===== src/rtl/mersenne_modexp_core.sv =====
`default_nettype none
// +----------------------------------------------------------------------------+
// | mersenne_modexp_core: r = 2^p mod d via square-and-double, Blakley mult.   |
// | Revision: 1.0                                                              |
// +----------------------------------------------------------------------------+
module mersenne_modexp_core #(
  parameter int P_WIDTH = 32,
  parameter int D_WIDTH = 32
) (
  input  logic               sys_clk,
  input  logic               sys_rst_n,
  input  logic               start,
  input  logic               abort,
  input  logic [P_WIDTH-1:0] p,
  input  logic [D_WIDTH-1:0] d,
  output logic               busy,
  output logic               finished,
  output logic               dividesBy,
  output logic [D_WIDTH-1:0] remainder,
  output logic               error
);

  localparam int KW = (P_WIDTH > 1) ? $clog2(P_WIDTH) : 1;
  localparam int CW = (D_WIDTH > 1) ? $clog2(D_WIDTH) : 1;

  typedef enum logic [1:0] {
    S_IDLE = 2'd0,
    S_SQR  = 2'd1,
    S_DBL  = 2'd2,
    S_DONE = 2'd3
  } state_t;

  state_t             state_q, state_d;
  logic [P_WIDTH-1:0] p_q, p_d;
  logic [D_WIDTH-1:0] d_q, d_d;
  logic [D_WIDTH-1:0] r_q, r_d;
  logic [D_WIDTH-1:0] acc_q, acc_d;
  logic [CW-1:0]      cnt_q, cnt_d;
  logic [KW-1:0]      k_q, k_d;
  logic               busy_q, busy_d;
  logic               fin_q, fin_d;
  logic               div_q, div_d;
  logic               err_q, err_d;
  logic [D_WIDTH-1:0] rem_q, rem_d;

  // Two guard bits keep 2*acc + r below 2^(D_WIDTH+2) even for d = 2^D_WIDTH-1.
  logic [D_WIDTH+1:0] d_ext, r_ext, sqr_a, dbl_a;
  logic [D_WIDTH-1:0] sqr_next, dbl_sel;
  logic               unused_bits;

  assign d_ext = {2'b00, d_q};
  assign r_ext = {2'b00, r_q};

  always_comb begin
    sqr_a = {1'b0, acc_q, 1'b0};
    if (sqr_a >= d_ext) sqr_a = sqr_a - d_ext;
    if (r_q[cnt_q]) sqr_a = sqr_a + r_ext;
    if (sqr_a >= d_ext) sqr_a = sqr_a - d_ext;
    dbl_a = {1'b0, r_q, 1'b0};
    if (dbl_a >= d_ext) dbl_a = dbl_a - d_ext;
  end

  assign sqr_next    = sqr_a[D_WIDTH-1:0];
  assign dbl_sel     = p_q[k_q] ? dbl_a[D_WIDTH-1:0] : r_q;
  assign unused_bits = &{1'b0, sqr_a[D_WIDTH+1:D_WIDTH], dbl_a[D_WIDTH+1:D_WIDTH]};

  always_comb begin
    state_d = state_q;
    p_d     = p_q;
    d_d     = d_q;
    r_d     = r_q;
    acc_d   = acc_q;
    cnt_d   = cnt_q;
    k_d     = k_q;
    busy_d  = busy_q;
    fin_d   = fin_q;
    div_d   = div_q;
    err_d   = err_q;
    rem_d   = rem_q;

    case (state_q)
      S_IDLE, S_DONE: begin
        if (start && !abort) begin
          p_d     = p;
          d_d     = d;
          fin_d   = 1'b0;
          div_d   = 1'b0;
          err_d   = 1'b0;
          busy_d  = 1'b1;
          r_d     = D_WIDTH'(1);
          acc_d   = '0;
          cnt_d   = CW'(D_WIDTH - 1);
          k_d     = KW'(P_WIDTH - 1);
          state_d = S_SQR;
        end
      end
      S_SQR: begin
        // A degenerate divisor spends exactly one cycle here before reporting.
        if (d_q < D_WIDTH'(2)) begin
          state_d = S_DONE;
          busy_d  = 1'b0;
          fin_d   = 1'b1;
          err_d   = 1'b1;
          div_d   = 1'b0;
          rem_d   = '0;
        end else begin
          acc_d = sqr_next;
          if (cnt_q == '0) begin
            r_d     = sqr_next;
            state_d = S_DBL;
          end else begin
            cnt_d = cnt_q - CW'(1);
          end
        end
      end
      S_DBL: begin
        r_d = dbl_sel;
        if (k_q != '0) begin
          k_d     = k_q - KW'(1);
          acc_d   = '0;
          cnt_d   = CW'(D_WIDTH - 1);
          state_d = S_SQR;
        end else begin
          state_d = S_DONE;
          busy_d  = 1'b0;
          fin_d   = 1'b1;
          rem_d   = dbl_sel;
          div_d   = (dbl_sel == D_WIDTH'(1));
        end
      end
      default: state_d = S_IDLE;
    endcase

    if (abort && busy_q) begin
      state_d = S_IDLE;
      busy_d  = 1'b0;
      fin_d   = 1'b0;
      div_d   = 1'b0;
      err_d   = 1'b0;
      rem_d   = '0;
    end
  end

  always_ff @(posedge sys_clk) begin
    if (!sys_rst_n) begin
      state_q <= S_IDLE;
      p_q     <= '0;
      d_q     <= '0;
      r_q     <= '0;
      acc_q   <= '0;
      cnt_q   <= '0;
      k_q     <= '0;
      busy_q  <= 1'b0;
      fin_q   <= 1'b0;
      div_q   <= 1'b0;
      err_q   <= 1'b0;
      rem_q   <= '0;
    end else begin
      state_q <= state_d;
      p_q     <= p_d;
      d_q     <= d_d;
      r_q     <= r_d;
      acc_q   <= acc_d;
      cnt_q   <= cnt_d;
      k_q     <= k_d;
      busy_q  <= busy_d;
      fin_q   <= fin_d;
      div_q   <= div_d;
      err_q   <= err_d;
      rem_q   <= rem_d;
    end
  end

  assign busy      = busy_q;
  assign finished  = fin_q;
  assign dividesBy = div_q;
  assign error     = err_q;
  assign remainder = rem_q;

endmodule
`default_nettype wire


===== config.mk =====
export PLATFORM = sky130hd
export DESIGN_NAME = mersenne_modexp_core
export DESIGN_NICKNAME = d
export VERILOG_FILES = /design/src/rtl/mersenne_modexp_core.sv
export SDC_FILE = /design/constraint.sdc
export NUM_CORES = 1
export LEC_CHECK = 0
export CORE_ASPECT_RATIO = 0.75
export CORE_UTILIZATION = 45
export CTS_CLUSTER_SIZE = 14
export DETAILED_ROUTE_END_ITERATION = 7
export HOLD_SLACK_MARGIN = 0.15
export MAX_ROUTING_LAYER = met4
export PLACE_DENSITY = 0.71
export SLEW_MARGIN = 20
export SYNTH_ARGS = -nofsm -noshare
export SYNTH_HDL_FRONTEND = slang
export SYNTH_SLANG_ARGS = --single-unit

===== constraint.sdc =====
create_clock -name sys_clk -period 8.8 [get_ports sys_clk]
set_clock_uncertainty 0.05 [all_clocks]
set_input_delay 1.76 -clock sys_clk [delete_from_list [all_inputs] [get_ports sys_clk]]
set_output_delay 1.76 -clock sys_clk [all_outputs]
set_load 0.03 [all_outputs]

==> results.yml <==
status:
  status: "complete, no violations"
floorplan:
  dieArea_um2: 35070
  coreArea_um2: 33670
  die_h_um: 162.4
  num_rows: 58
  io_pins: 104
  initial_core_util_pct: 45.86
  fp.dieW_um: 215.9
synthesis:
  yosysWarnings: 0
  ys_ff_latch: 176
  avgSynthCellArea_um2: 7.570
  netlist_instances: 2040
  yosysSeqAreaShare_pct: 22.81
  synth_fp_nets: 2246
  syn_area_um2: 15440
  synth-edff-count: 0
  synth_flop_cell: "dfxtp_1"
  synthArstFlopShare_pct: 0
  synth_cell_types: 85
setup_path:
  path_class: "flop to flop"
  cp.arrival_ns: 8.66
  end_kind: "flop"
  critPathSlowestCell: "o31ai_1"
  critPathMaxStageDelay_ns: 0.53
  crit_path_max_fanout: 16
  critPathRequiredTime_ns: 9.11
  worst_setup_path_start_kind: "flop"
detailed_routing:
  vias_per_cell: 6.210
  wl_per_cell_um: 22.14
  wl_mm: 56.98
  drt_iter0_drc: 1722
  vias: 15990
  drcViolationCount: 0
  firstDrtPassIters: 8
  ant_nets: 0
sta:
  finalCritPeriodShare_pct: 94.80
  fmax_mhz: 119.9
  timing.slew.headroom_pct: 35.80
  setup_viol: 0
  period_needed_ns: 8.343
  drv_slew: 0
  hold_viol: 0
  worst_pin_slew_ns: 0.9604
placement:
  io_buffers: 103
  place_congestion: 1.030
  hpwl_mm: 44.94
cts:
  cts_buffer_depth: 2
  cts.sink_count: 176
  cts_tree: "yes"
  clkTransAtPathRegs_ns: 0.07
  h-tree-depth: 4
  cts_root_buffer: "clkbuf_16"
  cts_buffers: 17
  clk-insertion-delay-late_ns: 0.45
global_route:
  overflow: 0
  grt_pass1_vias: 14540
  grt_pass1_wl_mm: 86.33
  grt_usage_pct: 32.87
  grt_start_max_net_pins: 87
  antenna_found_initial: 3
run:
  cap_violations: 0
cells_and_area:
  finalNetCount: 2317
  areaGrowthSynthToFinish_pct: 14.43
  num_antenna_cells: 0
  utilization_pct: 52.48
  drive_gt1_share_pct: 6.215
  fillers: 3273
min_path:
  min_path_type: "flop to flop"
path summary, 6_finish.rpt:
| check | startpoint | to | slack (ns) | cells past startpoint |
|---|---|---|---|---|
| max | d_q[2] | r_q[29] | 0.46 | 33 |
| min reg2reg | p_q[20] | p_q[20] | 0.42 | 2 |
| max reg2reg | d_q[2] | r_q[29] | 0.46 | 33 |
| min | p_q[20] | p_q[20] | 0.42 | 2 |
cells in the final DEF, fill, tap and decap left out, types with 15 or more instances in the layout:
cell type / Yosys / routed
nand2_1: 338 / 338
dfxtp_1: 176 / 176
a21oi_1: 146 / 143
nor2_1: 143 / 143
o21ai_0: 139 / 138
ha_1: 134 / 134
clkdlybuf4s50_1: 0 / 102
inv_1: 83 / 83
a21boi_0: 71 / 71
xnor2_1: 63 / 63
a21o_1: 52 / 52
xor2_1: 41 / 41
nand3_1: 39 / 38
buf_4: 3 / 36
mux2i_1: 36 / 35
a31oi_1: 34 / 34
nor3_1: 35 / 33
a22oi_1: 28 / 28
nand4_1: 26 / 26
o21a_1: 24 / 24
o21ai_1: 23 / 22
and3_1: 20 / 20
o21bai_1: 20 / 20
a211oi_1: 18 / 18
clkbuf_16: 0 / 18
nor2b_1: 18 / 17
nand2b_1: 17 / 17
o221ai_1: 16 / 16
mux4_2: 15 / 15
flip-flops by register name (all words and copies together) (netlist names):
signal	flops
busy	1
d_q	32
state_q	2
dividesBy	1
remainder	32
r_q	32
acc_q	32
error	1
k_q	5
cnt_q	5
p_q	32
finished	1
cell usage after synthesis (5+ instances only):
library cell | n | area share [%]
nand2_1 | 338 | 8.2
dfxtp_1 | 176 | 23
a21oi_1 | 146 | 4.7
nor2_1 | 143 | 3.5
o21ai_0 | 139 | 4.5
ha_1 | 134 | 11
inv_1 | 83 | 2.0
a21boi_0 | 71 | 3.5
clkbuf_1 | 67 | 1.6
xnor2_1 | 63 | 3.6
a21o_1 | 52 | 2.5
xor2_1 | 41 | 2.3
nand3_1 | 39 | 1.3
mux2i_1 | 36 | 2.3
nor3_1 | 35 | 1.1
a31oi_1 | 34 | 1.4
a22oi_1 | 28 | 1.4
nand4_1 | 26 | 1.1
o21a_1 | 24 | 1.2
o21ai_1 | 23 | 0.75
and3_1 | 20 | 0.81
o21bai_1 | 20 | 0.97
a211oi_1 | 18 | 0.87
nor2b_1 | 18 | 0.73
nand2b_1 | 17 | 0.69
o221ai_1 | 16 | 0.91
mux4_2 | 15 | 2.2
o211ai_1 | 12 | 0.58
o31ai_1 | 12 | 0.58
mux2_2 | 11 | 0.80
nor4_1 | 11 | 0.45
and2_1 | 10 | 0.41
buf_2 | 10 | 0.32
a211o_1 | 8 | 0.45
a221oi_1 | 8 | 0.45
buf_1 | 8 | 0.19
or2_2 | 8 | 0.32
a221o_1 | 7 | 0.45
or3_1 | 7 | 0.28
o2111ai_1 | 6 | 0.34
o31a_1 | 6 | 0.34
o211a_1 | 5 | 0.32
kinds of logic (layout without fill, tap and decap cells):
family / Yosys count / in the layout / synth area share (%)
simple gates: 695 / 695 / 20.16
compound gates: 681 / 681 / 28.86
flops: 176 / 176 / 22.81
buf+inv: 175 / 259 / 4.505
fa+ha+maj: 138 / 138 / 11.37
xor+xnor: 104 / 104 / 5.898
mux: 71 / 71 / 6.392
area by class of cell:
type                            count  area [um^2]  share of cell area, %
Clock buffer                       24        481.7                  2.726
Sequential cell                   176         3523                  19.94
Clock inverter                      8        105.1                 0.5947
Timing Repair Buffer              142         1361                  7.703
Multi-Input combinational cell   1689        11310                  64.03
Inverter                           85        322.8                  1.827
Tap cell                          450        563.0                  3.186
through the flow:
step                      hold WS [ns]  instances  instance area, um^2  setup TNS [ns]  setup WS (ns)
after floorplan                 0.3886       2040                15440               0         0.9364
after global routing            0.4461       2574                17670       -0.004673      -0.003154
after CTS                       0.4157       2571                17570               0        0.07848
after global placement          0.4015       2539                16980         -0.1903       -0.08960
final                           0.4158       2574                17670               0         0.4575
after detailed placement        0.4066       2539                16980          -1.884        -0.2040
worst max-delay path: cells and delay by family (launching register included):
| kind | cells | cell delay (ns) |
|---|---|---|
| AOI/OAI and AO/OA | 14 | 3.81 |
| xor gates and xnor gates | 1 | 0.14 |
| adders and majority gates | 3 | 1.12 |
| buffers and inverters | 6 | 1.09 |
| DFF | 1 | 0.36 |
| muxes | 3 | 0.75 |
| and+or+nand+nor | 6 | 0.91 |
routing by layer:
| layer | vias to the layer above | share of wire [%] | global-route usage, % |
|---|---|---|---|
| li1 | 7590 | - | - |
| met1 | 7584 | 48 | 46.92 |
| met2 | 692 | 42 | 46.76 |
| met3 | 119 | 7.8 | 5.135 |
| met4 | 0 | 3.0 | 10.98 |
| met5 | - | 0 | - |
timing repair:
item	CTS	global route
cloned	0	1
buffers inserted	0	2
hold buffers	0	0
pin swaps	0	2
resized for setup	2	9
setup endpoints to repair	63	64
Power is left out: the tool's default activity adds up to more than one toggle a clock period on the data nets, which glitch-free logic cannot reach.
